[src/rtl/axicb_wch_scheduler.sv]
// Write-channel scheduler: queues AW grants in order and routes each master's W burst
// to the slave once its AW entry reaches the head of the queue.
module axicb_wch_scheduler #(
  parameter int unsigned MST_NB = 4,
  parameter int unsigned WCH_W  = 8,
  parameter int unsigned DEPTH  = 4
) (
  input  logic                      aclk,
  input  logic                      aresetn,
  input  logic                      srst,
  input  logic [MST_NB-1:0]         aw_grant,
  input  logic                      aw_valid_in,
  input  logic                      aw_ready_in,
  output logic                      aw_valid_out,
  output logic                      aw_ready_out,
  input  logic [MST_NB-1:0]         i_wvalid,
  input  logic [MST_NB-1:0]         i_wlast,
  input  logic [MST_NB*WCH_W-1:0]   i_wch,
  output logic [MST_NB-1:0]         i_wready,
  output logic                      o_wvalid,
  output logic                      o_wlast,
  output logic [WCH_W-1:0]          o_wch,
  input  logic                      o_wready,
  output logic [MST_NB-1:0]         wch_grant,
  output logic [$clog2(DEPTH):0]    outstanding,
  output logic                      err
);

  localparam int unsigned PTR_W = $clog2(DEPTH);
  localparam int unsigned CNT_W = PTR_W + 1;

  logic [MST_NB-1:0] fifo_q [DEPTH];
  logic [PTR_W-1:0]  wr_ptr_q;
  logic [PTR_W-1:0]  rd_ptr_q;
  logic [CNT_W-1:0]  count_q;
  logic              err_q;

  logic full;
  logic empty;
  logic grant_ok;
  logic push_hs;
  logic push;
  logic pop;

  assign full     = (count_q == CNT_W'(DEPTH));
  assign empty    = (count_q == '0);
  assign grant_ok = $onehot(aw_grant);

  // A handshake with a malformed grant still completes on AW but is not queued.
  assign push_hs  = aw_valid_in & aw_ready_in & ~full;
  assign push     = push_hs & grant_ok;

  assign aw_valid_out = aw_valid_in & ~full;
  assign aw_ready_out = aw_ready_in & ~full;

  assign wch_grant = empty ? '0 : fifo_q[rd_ptr_q];
  assign i_wready  = wch_grant & {MST_NB{o_wready}};
  assign pop       = o_wvalid & o_wready & o_wlast;

  assign outstanding = count_q;
  assign err         = err_q;

  // Owner select; wch_grant is one-hot or zero so an OR-reduction mux suffices.
  always_comb begin
    o_wvalid = 1'b0;
    o_wlast  = 1'b0;
    o_wch    = '0;
    for (int unsigned m = 0; m < MST_NB; m++) begin
      if (wch_grant[m]) begin
        o_wvalid = o_wvalid | i_wvalid[m];
        o_wlast  = o_wlast | i_wlast[m];
        o_wch    = o_wch | i_wch[m*WCH_W +: WCH_W];
      end
    end
  end

  always_ff @(posedge aclk or negedge aresetn) begin
    if (!aresetn) begin
      for (int unsigned i = 0; i < DEPTH; i++) fifo_q[i] <= '0;
      wr_ptr_q <= '0;
      rd_ptr_q <= '0;
      count_q  <= '0;
      err_q    <= 1'b0;
    end else if (srst) begin
      for (int unsigned i = 0; i < DEPTH; i++) fifo_q[i] <= '0;
      wr_ptr_q <= '0;
      rd_ptr_q <= '0;
      count_q  <= '0;
      err_q    <= 1'b0;
    end else begin
      if (push) begin
        fifo_q[wr_ptr_q] <= aw_grant;
        wr_ptr_q         <= wr_ptr_q + PTR_W'(1);
      end
      if (pop) begin
        rd_ptr_q <= rd_ptr_q + PTR_W'(1);
      end
      case ({push, pop})
        2'b10:   count_q <= count_q + CNT_W'(1);
        2'b01:   count_q <= count_q - CNT_W'(1);
        default: count_q <= count_q;
      endcase
      if (push_hs && !grant_ok) begin
        err_q <= 1'b1;
      end
    end
  end

endmodule

[config.mk]
export PLATFORM = sky130hd
export DESIGN_NAME = axicb_wch_scheduler
export DESIGN_NICKNAME = d
export VERILOG_FILES = /design/src/rtl/axicb_wch_scheduler.sv
export SDC_FILE = /design/constraint.sdc
export NUM_CORES = 1
export LEC_CHECK = 0
export ABC_AREA = 0
export BUFFER_PORTS_ARGS = -buffer_cell sky130_fd_sc_hd__buf_4
export CAP_MARGIN = 20
export CORE_AREA = 4 4 69 71
export DETAILED_ROUTE_END_ITERATION = 16
export DIE_AREA = 0 0 73 75
export GPL_ROUTABILITY_DRIVEN = 0
export GPL_TIMING_DRIVEN = 0
export PLACE_DENSITY = 0.74
export SYNTH_ARGS = -nofsm -noshare
export SYNTH_HDL_FRONTEND = slang
export SYNTH_SLANG_ARGS = --single-unit
export TNS_END_PERCENT = 50
[constraint.sdc]
create_clock -name aclk -period 2.7 [get_ports aclk]
set_input_delay 0 -clock aclk [delete_from_list [all_inputs] [get_ports aclk]]
set_output_delay 0 -clock aclk [all_outputs]
set_load 0.01 [all_outputs]
# [Word level (Yosys, flattened, before mapping)]
# Index checks and enable logic that the tools add are counted.
[op_classes] n_lt_le_gt_ge=3 reduce_logical=8 n_addsub=7 eq_ne=4 muxes=29 bitwise=20
[op_table] cell="$mux 16" n=2
[op_table] cell="$mux 8" n=4
[op_table] cell="$or 8x8->8" n=3
[op_table] cell="$bwmux 16" n=1
[op_table] cell="$mux 4" n=4
[op_table] cell="$mux 1" n=10
[op_table] cell="$bmux 4 s2" n=1
[op_table] cell="$demux 4 s2" n=1
[op_table] cell="$mux 2" n=4
[op_table] cell="$and 1x1->1" n=7
[op_table] cell="$ge 3x3->1 const B" n=2
[op_table] cell="$not 2->3" n=2
[op_table] cell="$or 1x1->1" n=6
[op_table] cell="$pmux 3 s2" n=1
[op_table] cell="$reduce_bool 2->1" n=3
[op_table] cell="$add 1x1->2" n=2
[op_table] cell="$add 2x1->2 const B" n=2
[op_table] cell="$and 4x4->4" n=1
[op_table] cell="$add 2x2->3" n=1
[op_table] cell="$add 3x1->3 const B" n=1
[op_table] cell="$eq 3x1->1 const B" n=1
[op_table] cell="$eq 3x3->1 const B" n=1
[op_table] cell="$logic_not 3->1" n=1
[op_table] cell="$lt 3x1->1 const B" n=1
[op_table] cell="8 further kinds" n=9
[word_totals] inputBits=50 regBits=24 wordCells=79 out_inout_bits=24

# [Logic depth before layout (Yosys ltp)]
[logic_depth] ltp_word=17 mapped_depth=14 mapped_depth_nobuf=12

# [Worst setup path before layout]
# Ideal clock, no wire load.
[synth_path] kind="in2reg" from="in aw_grant[0]" to="reg count_q[2] (netlist: outstanding[2])" n_path_buf=2 setup_ps=67 required_ps=2633 stages=14 arrival_time_ps=3510 slack_ps=-877 cell_sequence="inv_1 fa_1 inv_1 ha_1 ha_1 or3b_2 nor4b_4 buf_2 buf_2 nor2_1 fa_1 or4_1 a211oi_1 a311o_1"
[synth_between] elab_chain_cells=7 elab_cells_between_ends=9 classes_between="add/sub (2); eq/ne (3); mux (2); bitwise (1); reduce/logical (1)"
[synth_lines] item="start, declared" line_no="11" text="input logic [MST_NB-1:0] aw_grant,"
[synth_lines] item="$add 1x1->2 (implied by the code) *" line_no="47" text="assign grant_ok = $onehot(aw_grant);"
[synth_lines] item="$add 2x2->3 (implied by the code) *" line_no="47"
[synth_lines] item="$eq 3x1->1 *" line_no="47"
[synth_lines] item="$and 1x1->1 *" line_no="51" text="assign push = push_hs & grant_ok;"
[synth_lines] item="$eq 2x1->1 / $eq 2x2->1 (equally long branches)" line_no="98" text="case ({push, pop})"
[synth_lines] item="$pmux 3 s2" line_no="98"
[synth_lines] item="$mux 3" line_no="84" text="end else if (srst) begin"
[synth_lines] item="end signal, assigned" line_no="99" text="2'b10: count_q <= count_q + CNT_W'(1);"
[synth_lines] item="end signal, assigned" line_no="100" text="2'b01: count_q <= count_q - CNT_W'(1);"
[synth_lines] item="end signal, assigned" line_no="101" text="default: count_q <= count_q;"
[synth_lines] item="end, declared" line_no="35" text="logic [CNT_W-1:0] count_q;"
# Mark *: on every way between the ends. The rest lies on a longest branch, timed or not.
# A chain may end at the register's enable or synchronous reset.

# [Worst setup path after layout]
[layout_path] from="in aw_grant[3]" to="reg count_q[2] (netlist: outstanding[2])"
# The elaborated chain is that of the path after synthesis.

==> flow_summary.ini <==
[global_routing]
grt.overflow.total = 0
grt_pass1_vias = 1814
antenna_found_initial = 0
grt_use_total_pct = 20.2
grt_max_degree = 25
grt_first_pass_wirelength_um = 8750

[routing]
vias = 1819
dr.pass1.iters = 4
drc = 0
wirelength_um = 5260
ant_nets = 0
viasPerCell = 5.50
wl_per_cell_um = 15.9
drt_iter0_drc = 50

[sta]
finalHoldViolCount = 0
fin_crit_sh_pct = 108
min_period_ns = 2.92
tightest_slew_ns = 0.741
fmax_mhz = 342
maxSlewHeadroom_pct = 50.2
fin_skew_ns = 0.00352
report.final.slew_viol_count = 0
fin_ws_ns = -0.222
setup_viol = 2
rsz0062_at_grt = true

[logic_synthesis]
syn_nets = 254
synthDistinctLibCells = 43
syn_area_sq_um = 1750
synth_fa_ha_area_share_pct = 6.59
ys_ff_latch = 24
synth_top_family_by_area = simple AND/OR/NAND/NOR gates
synth_edf_count = 0
async_flop_share_pct = 100
ys_warn_count = 0
yosys.area_share.simple_pct = 24.1
synth_compound_area_share_pct = 22.7
yosysSeqAreaShare_pct = 34.4
synth-xor-area-share_pct = 0.502
muxShareOfSynthArea_pct = 5.73
ys.flop_type = dfrtp_1
syn_area_per_cell_sq_um = 8.91
synthCells = 196

[worst_setup_path]
critPathArrivalTime_ns = 3.12
cp.required_ns = 2.90
max_stage_delay_ns = 0.54
critical-path-top-delay-family = adder cells
crit_type = input port to register
crit_fanout = 4
crit_buf_inv = 4
worst_setup_path_start_kind = input port
crit_path_top_delay_cell = fa_1
crit_chain = buf_8, inv_4, fa_1, inv_2, ha_4, ha_4, or3b_4, nor4b_4, buf_6, nor2_2, fa_2, or4_4, a211oi_2, a311o_1
path_common_cell = ha_4
worst_setup_path_end_kind = register

[power_and_ir_drop]
pwr-share-seq_pct = 48.8
swShare_pct = 25.8
power.density_nw_per_um2 = 300
max-vdd-ir-drop_mv = 0.230
p_comb_share_pct = 24.2
p_switching_uw = 196
p_clk_share_pct = 27.0
p_leak_uw = 0.00113
internal-power_uw = 563

[status]
violations = negative setup slack
status = finished with violations

[final_layout]
multi_input_area_sq_um = 1090
diodes = 0
area_growth_syn_to_layout_pct = 45.1
ff_latch_area_sq_um = 601
fill_cells = 397
drive_above_1_share_pct = 38.7
fin_cells = 331
fin_nets = 339

[placement]
dpl.hpwl_um = 4110
place_ws_ns = -1.13
placed_cells = 321
port_buffers = 73

[clock_network]
cts_buffer_depth = 2
htreeDepth = 1
cts_buffers = 3
cts_sinks = 24
root_buffer = clkbuf_8
tritoncts = yes
clkSlewWorstSetupHoldPaths_ns = 0.08
clk_latency_ns = 0.26

[die]
ios = 74
coreArea_sq_um = 4230
die_h_um = 75
floorplan.initialDensity_pct = 41.2
fp.dieW_um = 73
core.rowCount = 24
dieArea_sq_um = 5480

[flow_run]
drv_cap = 0

[hold_path]
hold_class = input port to register
==> layout make-up <==
type,instances,share of cell area [%]
multi-input cells,148,43.1
repair buffers,81,24.8
flip-flops and latches,24,23.7
plain buffers,10,2.12
inverters,13,2.12
well taps,52,2.57
clock buffers,3,1.63
==> power groups by stage <==
| stage | Combinational, uW | Sequential (uW) | Clock [uW] |
|---|---|---|---|
| finish | 184 | 371 | 205 |
| CTS | 181 | 371 | 213 |
| detailed placement | 164 | 378 | 0 |
| floorplan | 68.8 | 378 | 0 |
| global placement | 160 | 378 | 0 |
| global route | 203 | 372 | 233 |
==> through the flow <==
stage	total power [uW]	util (%)	hold slack (ns)	setup TNS, ns	area (sq um)
finish	759	59.8	0.00326	-0.425	2530
global route	807	59.8	0.00699	-0.614	2530
CTS	765	59.4	0.00460	-0.344	2520
detailed placement	542	56.1	-0.0820	-3.13	2380
global placement	537	56.1	-0.0827	-2.01	2380
floorplan	447	-	-0.296	-1.25	1760
==> per-layer routing <==
layer	vias to the layer above	wire length, um	global-route usage (%)
met3	9	515	4.54
met4	0	76	5.53
met1	853	2080	25.5
met2	76	2580	34.8
met5	-	0	0
li1	881	-	-
==> what timing repair did <==
action / in CTS / in global routing
endpoints found under the setup margin: 2 / 2
endpoints found under the hold margin: 29 / 0
resized for setup: 12 / 2
hold buffers: 3 / 0
pin swaps: 10 / 5
setup buffers: 4 / 1
==> worst min-delay path, stage by stage <==
cell	delay (ns)
buf_4	0.08
a31oi_1	0.06
nor2_1	0.08
==> state kept, by name (all words and copies together), names as in the netlist <==
name         cells
outstanding      3
rd_ptr_q         2
wr_ptr_q         2
fifo_q          16
err              1
==> Yosys cell counts, types with 3 or more instances <==
| cell type | instances | area, sq um |
|---|---|---|
| nand4_1 | 3 | 18.8 |
| nand3_1 | 16 | 80.1 |
| and2_1 | 4 | 25.0 |
| buf_2 | 3 | 15.0 |
| inv_1 | 12 | 45.0 |
| ha_1 | 6 | 75.1 |
| dfrtp_1 | 24 | 601 |
| a21oi_1 | 17 | 85.1 |
| clkbuf_1 | 7 | 26.3 |
| nor2_1 | 10 | 37.5 |
| a22oi_1 | 16 | 120 |
| nand2_1 | 34 | 128 |
| mux4_2 | 4 | 90.1 |
| nor2b_1 | 6 | 37.5 |
==> kinds of logic (layout without fill, tap and decap cells) <==
logic type / count (synthesis) / after routing
and+or+nand+nor: 83 / 83
AOI/OAI and AO/OA: 51 / 51
DFF: 24 / 24
buffers and inverters: 24 / 107
adders and majority gates: 8 / 8
muxes: 5 / 5
xor gates and xnor gates: 1 / 1
==> layout by cell type, fill, tap and decap left out, types with 2 or more instances in the layout <==
cell type	instances
a2111o_1	2
a21oi_1	17
a22oi_1	16
a22oi_2	2
and2_1	4
buf_4	76
buf_6	3
clkbuf_1	7
clkbuf_8	3
dfrtp_1	24
dlygate4sd3_1	3
ha_1	4
ha_4	2
inv_1	10
inv_4	2
mux4_2	4
nand2_1	33
nand3_1	16
nand4_1	3
nor2_1	9
nor2b_1	6
o21ai_0	2
==> worst paths after layout <==
check / startpoint / to / slack (ns) / cells after the start
setup / recovery: aw_grant[3] / outstanding[2] / -0.22 / 14
hold / removal: aw_ready_in / err / 0.003 / 3
setup reg to reg: rd_ptr_q[0] / outstanding[2] / -0.14 / 10
hold reg to reg: fifo_q[5] / fifo_q[5] / 0.53 / 2
max in group asynchronous: aresetn / outstanding[1] / 2.29 / 2
min in group asynchronous: aresetn / fifo_q[0] / 0.17 / 2
Note: power is estimated with default switching activity, not from simulation.
